===== config.mk =====
export PLATFORM = sky130hd
export DESIGN_NAME = operand_collector
export DESIGN_NICKNAME = d
export VERILOG_FILES = /design/src/rtl/operand_collector.sv
export SDC_FILE = /design/constraint.sdc
export NUM_CORES = 1
export LEC_CHECK = 0
export ABC_AREA = 1
export BUFFER_PORTS_ARGS = -buffer_cell sky130_fd_sc_hd__buf_2
export CORE_UTILIZATION = 45
export CTS_BUF_LIST = sky130_fd_sc_hd__clkbuf_4 sky130_fd_sc_hd__clkbuf_8 sky130_fd_sc_hd__clkbuf_16
export CTS_CLUSTER_SIZE = 16
export DETAILED_ROUTE_END_ITERATION = 10
export PLACE_DENSITY = 0.64
export SETUP_SLACK_MARGIN = 0.3
export SYNTH_ARGS = -nofsm -noshare
export SYNTH_HDL_FRONTEND = slang
export SYNTH_SLANG_ARGS = --single-unit

===== constraint.sdc =====
create_clock -name clk -period 29.4 [get_ports clk]
set_input_delay 2.94 -clock clk [delete_from_list [all_inputs] [get_ports clk]]
set_output_delay 2.94 -clock clk [all_outputs]
set_load 0.02 [all_outputs]

===== src/rtl/operand_collector.sv =====
// Requesting side of the register-file read protocol: four collector slots that
// issue one RF read each, gather the returned operands and dispatch round-robin.
module operand_collector #(
  parameter int NUM_OC = 4,
  parameter int OCID_W = 2,
  parameter int ROW_W  = 3,
  parameter int DATA_W = 32,
  parameter int TAG_W  = 8
) (
  input  logic              clk,
  input  logic              rst,
  input  logic              issue_valid,
  output logic              issue_ready,
  input  logic [ROW_W-1:0]  issue_rowid_a,
  input  logic [ROW_W-1:0]  issue_rowid_b,
  input  logic              issue_two_op,
  input  logic [TAG_W-1:0]  issue_tag,
  output logic              req_valid,
  input  logic              req_ready,
  output logic [ROW_W-1:0]  req_rowid_a,
  output logic [ROW_W-1:0]  req_rowid_b,
  output logic [OCID_W-1:0] req_ocid,
  output logic              req_2op_en,
  input  logic              rsp_valid,
  input  logic [OCID_W-1:0] rsp_ocid,
  input  logic [DATA_W-1:0] rsp_data,
  output logic              disp_valid,
  input  logic              disp_ready,
  output logic [DATA_W-1:0] disp_op_a,
  output logic [DATA_W-1:0] disp_op_b,
  output logic [TAG_W-1:0]  disp_tag,
  output logic [OCID_W-1:0] disp_ocid,
  output logic              err_sticky
);

  typedef enum logic [1:0] {S_FREE, S_REQ, S_WAIT, S_READY} slot_state_t;

  slot_state_t       st_q     [NUM_OC];
  slot_state_t       st_d     [NUM_OC];
  logic [ROW_W-1:0]  row_a_q  [NUM_OC];
  logic [ROW_W-1:0]  row_a_d  [NUM_OC];
  logic [ROW_W-1:0]  row_b_q  [NUM_OC];
  logic [ROW_W-1:0]  row_b_d  [NUM_OC];
  logic [TAG_W-1:0]  tag_q    [NUM_OC];
  logic [TAG_W-1:0]  tag_d    [NUM_OC];
  logic [DATA_W-1:0] op_a_q   [NUM_OC];
  logic [DATA_W-1:0] op_a_d   [NUM_OC];
  logic [DATA_W-1:0] op_b_q   [NUM_OC];
  logic [DATA_W-1:0] op_b_d   [NUM_OC];
  logic [NUM_OC-1:0] two_op_q, two_op_d;
  logic [NUM_OC-1:0] got_a_q, got_a_d;
  logic [OCID_W-1:0] rr_q, rr_d;
  logic              err_d;

  logic              issue_fire, req_fire, disp_fire;
  logic              alloc_found;
  logic [OCID_W-1:0] alloc_idx;
  logic              rsp_legal;

  logic              req_found;
  logic [OCID_W-1:0] req_sel;
  logic              disp_found;
  logic [OCID_W-1:0] disp_sel;
  logic [OCID_W-1:0] probe;

  logic              req_valid_d;
  logic [ROW_W-1:0]  req_rowid_a_d, req_rowid_b_d;
  logic [OCID_W-1:0] req_ocid_d;
  logic              req_2op_en_d;
  logic              disp_valid_d;
  logic [DATA_W-1:0] disp_op_a_d, disp_op_b_d;
  logic [TAG_W-1:0]  disp_tag_d;
  logic [OCID_W-1:0] disp_ocid_d;

  // Allocation: lowest-index FREE slot, from registered state only.
  always_comb begin
    alloc_found = 1'b0;
    alloc_idx   = '0;
    for (int unsigned i = 0; i < NUM_OC; i++) begin
      if (!alloc_found && st_q[i] == S_FREE) begin
        alloc_found = 1'b1;
        alloc_idx   = OCID_W'(i);
      end
    end
  end

  assign issue_ready = alloc_found;
  assign issue_fire  = issue_valid & issue_ready;
  assign req_fire    = req_valid & req_ready;
  assign disp_fire   = disp_valid & disp_ready;

  // Slot next-state: issue, request handshake, operand capture and dispatch
  // each touch a different slot or combine on the same slot in one cycle.
  always_comb begin
    for (int unsigned i = 0; i < NUM_OC; i++) begin
      st_d[i]    = st_q[i];
      row_a_d[i] = row_a_q[i];
      row_b_d[i] = row_b_q[i];
      tag_d[i]   = tag_q[i];
      op_a_d[i]  = op_a_q[i];
      op_b_d[i]  = op_b_q[i];
    end
    two_op_d  = two_op_q;
    got_a_d   = got_a_q;
    err_d     = err_sticky;
    rsp_legal = 1'b0;

    for (int unsigned i = 0; i < NUM_OC; i++) begin
      case (st_q[i])
        S_FREE: begin
          if (issue_fire && alloc_idx == OCID_W'(i)) begin
            st_d[i]     = S_REQ;
            row_a_d[i]  = issue_rowid_a;
            row_b_d[i]  = issue_rowid_b;
            tag_d[i]    = issue_tag;
            two_op_d[i] = issue_two_op;
            got_a_d[i]  = 1'b0;
            op_a_d[i]   = '0;
            op_b_d[i]   = '0;
          end
        end
        S_REQ: begin
          if (req_fire && req_ocid == OCID_W'(i)) st_d[i] = S_WAIT;
        end
        S_READY: begin
          if (disp_fire && disp_ocid == OCID_W'(i)) st_d[i] = S_FREE;
        end
        default: ;
      endcase

      if (rsp_valid && rsp_ocid == OCID_W'(i)) begin
        rsp_legal = (st_q[i] == S_WAIT) ||
                    (st_q[i] == S_REQ && req_fire && req_ocid == OCID_W'(i));
        if (!rsp_legal) begin
          err_d = 1'b1;
        end else if (!got_a_q[i]) begin
          op_a_d[i]  = rsp_data;
          got_a_d[i] = 1'b1;
          if (!two_op_q[i]) st_d[i] = S_READY;
        end else if (two_op_q[i]) begin
          op_b_d[i] = rsp_data;
          st_d[i]   = S_READY;
        end else begin
          err_d = 1'b1;
        end
      end
    end

    rr_d = disp_fire ? disp_ocid + 1'b1 : rr_q;
  end

  // Output registers load from next-state so req/disp appear one cycle after
  // the enabling issue/capture, and hold while the consumer stalls.
  always_comb begin
    req_found = 1'b0;
    req_sel   = '0;
    for (int unsigned i = 0; i < NUM_OC; i++) begin
      if (!req_found && st_d[i] == S_REQ) begin
        req_found = 1'b1;
        req_sel   = OCID_W'(i);
      end
    end

    disp_found = 1'b0;
    disp_sel   = '0;
    probe      = '0;
    for (int unsigned k = 0; k < NUM_OC; k++) begin
      probe = rr_d + OCID_W'(k);
      if (!disp_found && st_d[probe] == S_READY) begin
        disp_found = 1'b1;
        disp_sel   = probe;
      end
    end

    req_valid_d   = req_valid;
    req_rowid_a_d = req_rowid_a;
    req_rowid_b_d = req_rowid_b;
    req_ocid_d    = req_ocid;
    req_2op_en_d  = req_2op_en;
    if (!req_valid || req_ready) begin
      req_valid_d   = req_found;
      req_rowid_a_d = row_a_d[req_sel];
      req_rowid_b_d = row_b_d[req_sel];
      req_ocid_d    = req_sel;
      req_2op_en_d  = two_op_d[req_sel];
    end

    disp_valid_d = disp_valid;
    disp_op_a_d  = disp_op_a;
    disp_op_b_d  = disp_op_b;
    disp_tag_d   = disp_tag;
    disp_ocid_d  = disp_ocid;
    if (!disp_valid || disp_ready) begin
      disp_valid_d = disp_found;
      disp_op_a_d  = op_a_d[disp_sel];
      disp_op_b_d  = two_op_d[disp_sel] ? op_b_d[disp_sel] : '0;
      disp_tag_d   = tag_d[disp_sel];
      disp_ocid_d  = disp_sel;
    end
  end

  always_ff @(posedge clk or posedge rst) begin
    if (rst) begin
      for (int unsigned i = 0; i < NUM_OC; i++) begin
        st_q[i]    <= S_FREE;
        row_a_q[i] <= '0;
        row_b_q[i] <= '0;
        tag_q[i]   <= '0;
        op_a_q[i]  <= '0;
        op_b_q[i]  <= '0;
      end
      two_op_q    <= '0;
      got_a_q     <= '0;
      rr_q        <= '0;
      err_sticky  <= 1'b0;
      req_valid   <= 1'b0;
      req_rowid_a <= '0;
      req_rowid_b <= '0;
      req_ocid    <= '0;
      req_2op_en  <= 1'b0;
      disp_valid  <= 1'b0;
      disp_op_a   <= '0;
      disp_op_b   <= '0;
      disp_tag    <= '0;
      disp_ocid   <= '0;
    end else begin
      for (int unsigned i = 0; i < NUM_OC; i++) begin
        st_q[i]    <= st_d[i];
        row_a_q[i] <= row_a_d[i];
        row_b_q[i] <= row_b_d[i];
        tag_q[i]   <= tag_d[i];
        op_a_q[i]  <= op_a_d[i];
        op_b_q[i]  <= op_b_d[i];
      end
      two_op_q    <= two_op_d;
      got_a_q     <= got_a_d;
      rr_q        <= rr_d;
      err_sticky  <= err_d;
      req_valid   <= req_valid_d;
      req_rowid_a <= req_rowid_a_d;
      req_rowid_b <= req_rowid_b_d;
      req_ocid    <= req_ocid_d;
      req_2op_en  <= req_2op_en_d;
      disp_valid  <= disp_valid_d;
      disp_op_a   <= disp_op_a_d;
      disp_op_b   <= disp_op_b_d;
      disp_tag    <= disp_tag_d;
      disp_ocid   <= disp_ocid_d;
    end
  end

endmodule

# Word-level counts from Yosys, hierarchy flattened
# Index checks and enable logic that the tools add are counted.
[totals]
register_bits = 416
inputBits = 55
output_inout_bits = 87
word_cells = 352
[op_classes]
reduce_logical = 58
n_bitwise = 9
muxes = 203
addsub = 4
eq_ne = 32
n_lt_le_gt_ge = 8
[ops]
columns = ["operator", "n"]
rows = [
  ["$mux W32", 49],
  ["$bmux W32 S2", 2],
  ["$mux W2", 49],
  ["$mux W8", 10],
  ["$mux W1", 60],
  ["$mux W3", 20],
  ["$eq A2 B2 Y1 const B", 20],
  ["$logic_and A1 B1 Y1", 33],
  ["$eq A2 B1 Y1 const B", 12],
  ["$pmux W2 S3", 4],
  ["$ge A3 B3 Y1 const B", 6],
  ["$not A2 Y3", 6],
  ["$bmux W2 S2", 4],
  ["$bmux W8 S2", 1],
  ["$logic_not A2 Y1", 8],
  ["$bmux W3 S2", 2],
  ["$logic_not A1 Y1", 11],
  ["$logic_or A1 B1 Y1", 6],
  ["$lt A2 B3 Y1 const B", 2],
  ["$add A2 B1 Y2 const B", 2],
  ["$add A2 B2 Y2 const B", 2],
  ["$bmux W1 S2", 2],
  ["$and A1 B1 Y1", 3],
]

# Longest topological paths before layout
[depth]
depth_word = 38
depth_mapped = 24
mapped_depth_nobuf = 22

# Worst setup path after synthesis
# No wires, ideal clock.
[synth_timing]
path_kind = "input -> register"
from = "input port req_ready"
to = "register disp_tag[1]"
stages = 20
setup_slack_ns = 24.473
t_arrival_ns = 4.802
t_required_ns = 29.276
path_cell_list = "nand2_1 -> inv_1 -> nand2_1 -> nand2_1 -> nand2_1 -> nor2_1 -> nand2_1 -> nand2_1 -> nand3_1 -> nand2_1 -> nand2_2 -> nor2_2 -> inv_2 -> nand3_2 -> nand2_2 -> buf_6 -> buf_6 -> buf_4 -> o211ai_1 -> a21oi_1"
[synth_rtl]
columns = ["element", "line_no", "text"]
rows = [
  ["from (decl)", "19", "input logic req_ready,"],
  ["to (signal assigned)", "247", "disp_tag <= disp_tag_d;"],
  ["to (decl)", "31", "output logic [TAG_W-1:0] disp_tag,"],
]

==> out/results.txt <==
CTS hold repair buffers: 0
residual DRC count: 0
met1 wire length: 25500 µm
total grt overflow: 0
#FFs+latches synth: 416
core area: 41900 µm²
Hold WS: 0.469 ns
RSZ-0062 raised after global routing: false
largest net degree at the start of global routing: 131
share of flip-flops with an asynchronous set or reset: 100%
total vias in the final route: 16.4k
maximum clock rate: 136 MHz
top sig layer: met4
setup TNS: 0 ns
layout cell share with drive strength beyond 1: 13.0%
syn nets: 2380
most common cell after layout, fill and taps aside: nand2_1
Reg clk slew, reported paths: 0.06 ns
Root Driver: clkbuf_16
antenna violations before repair: 0
post-route ant nets: 0
clock buffer depth: 3
Sink Count: 416
nets: 2435
CTS Buf Count: 44
die height: 208 µm
all-layer global routing usage: 26.5%
number of synthesized flops with an enable pin: 0
vias in the first global route: 16.4k
final WL: 56400 µm
period utilization: 25.0%
Required @ worst endpoint: 29.85 ns
Total Die Area: 43300 µm²
worst rel slew slack: 25.6%
status: finished, final reports clean
Routed wire per std cell: 19.1 µm
Met3 Wirelength: 3240 µm
H-tree Lvls: 2
Synth Flop Type: dfrtp_1
GPL Wtd Cong: 0.871
CP Cell Sequence: buf_2 -> nand2_1 -> nor2_1 -> nor2_1 -> nand2_1 -> nand2_1 -> nand3_1 -> nand2_1 -> nand3_1 -> o21ai_1 -> nand2_2 -> buf_4 -> nand2_8 -> buf_4 -> nor2_2 -> nand2_1 -> nand3_1 -> a21oi_1
quantity of gates resized following cts: 0
max cap viols: 0
ant diodes: 0
min-delay src: row_b_q[8]
Hold Crit Class: flop to flop
Netlist cell types: 33
FF-to-FF Start: st_q[6]
post-DP HPWL: 32700 µm
CTS tree: done
Final Slew Violations: 0
Die W: 208 µm
sequential share of the synthesized area: 54.4%
commonest non-fill, non-tap cells in the layout: 499 x nand2_1, 416 x dfrtp_1, 409 x nand3_1
crit path time final: 7.36 ns
synthesized cell area: 19100 µm²
Gate Count Post-Synth: 2321
via-per-instance ratio: 5.56
Worst path max stage delay: 0.93 ns
PortBufs: 141
Crit. End Element: flop
initial DRC count: 1456
area grow syn2layout: 12.6%
crit-path leading delay family: simple AND/OR/NAND/NOR gates
Slowest-stage cell, CP: nor2_2
first-pass GRT wire length: 91200 µm
Max FO, Critical Path: 122
Final Setup Violations: 0
post-CTS setup buffers: 0
Syn Area/Cell: 8.24 µm²
Fin. Hold Viols: 0
start point of the critical path: issue_valid
slew at the pin closest to its max-slew limit: 1.11 ns
utilization after layout: 51.3%
Starting Density: 45.6%
Yosys warnings: 0
Max Clock Skew: 0.0148 ns
Worst EP arrival: 7.81 ns
Core Rows: 75
worst setup path class: input pin to flop
CP bufs+invs: 3
clock latency on the worst-skew pair: 0.57 ns
wire length on met2: 26200 µm
FILL cells: 4002
Worst Setup Start Kind: input pin
first-pass detailed-route iteration total: 7
CP most frequent cell: nand2_1
io pins: 142
==> final timing paths <==
kind / endpoint / slack (ns) / cells past startpoint
max: disp_tag[1] / 22.04 / 18
min: row_b_q[8] / 0.47 / 2
max reg2reg: disp_tag[1] / 23.97 / 19
min reg2reg: row_b_q[8] / 0.47 / 2
max in group asynchronous: op_b_q[118] / 23.62 / 5
min in group asynchronous: st_q[5] / 2.50 / 2
==> registers in the layout, indices dropped and copies added (netlist names), 3 cells and up <==
signal / flops
st_q: 8
req_rowid_a: 3
req_rowid_b: 3
op_a_q: 128
disp_tag: 8
disp_op_a: 32
two_op_q: 4
row_a_q: 12
row_b_q: 12
disp_op_b: 32
got_a_q: 4
op_b_q: 128
tag_q: 32
==> layout make-up <==
type | count | area [µm²] | share of cell area, %
well taps | 539 | 674 | 3.13
inverters | 227 | 861 | 4.00
flip-flops and latches | 416 | 10400 | 48.3
repair buffers | 169 | 916 | 4.25
clock inverters | 10 | 110 | 0.511
multi-input cells | 1518 | 7210 | 33.5
clock buffers | 67 | 1360 | 6.31
==> cells by family after synthesis <==
logic type	share of synthesized area, %
simple gates	25.1
xor+xnor	0.268
buf+inv	8.15
compound gates	11.7
mux	0.111
fa+ha+maj	0.262
flops	54.4
==> cell usage after synthesis, types with 21 or more instances <==
cell type | instances | share of area (%)
a21oi_1 | 44 | 1.2
buf_2 | 40 | 1.0
clkbuf_1 | 105 | 2.1
dfrtp_1 | 416 | 54
inv_1 | 221 | 4.3
nand2_1 | 500 | 9.8
nand3_1 | 414 | 11
nand4_1 | 40 | 1.3
nor2_1 | 78 | 1.5
o211ai_1 | 21 | 0.82
o21ai_0 | 336 | 8.8
or2_2 | 34 | 1.1
==> routing by layer <==
layer  vias to the layer above  GRT usage (%)
li1                       7747              -
met1                      8004           37.1
met2                       552           42.4
met3                        82           3.44
met4                         0           9.22
met5                         -              0
==> through the flow <==
step	area (µm²)	worst slack [ns]	cells
after floorplan	19100	14.88	2321
after global placement	20100	21.68	2869
after detailed placement	20100	21.51	2869
after CTS	21500	22.11	2946
after global routing	21500	21.63	2946
final	21500	22.04	2946
==> worst reg2reg max path, cell delays in order, from the launching register on <==
cell and delay [ns]:
dfrtp_1 0.39, nor2_1 0.11, nor2_1 0.14, nand2_1 0.07, nor2_1 0.72, nor2_1 0.12
nand2_1 0.12, nand2_1 0.10, nand3_1 0.09, nand2_1 0.13, nand3_1 0.17, o21ai_1 0.10
nand2_2 0.07, buf_4 0.49, nand2_8 0.63, buf_4 0.58, nor2_2 0.94, nand2_1 0.13
nand3_1 0.13, a21oi_1 0.08
Power is left out: the tool's default activity adds up to more than one toggle a clock period on the data nets, which glitch-free logic cannot reach.
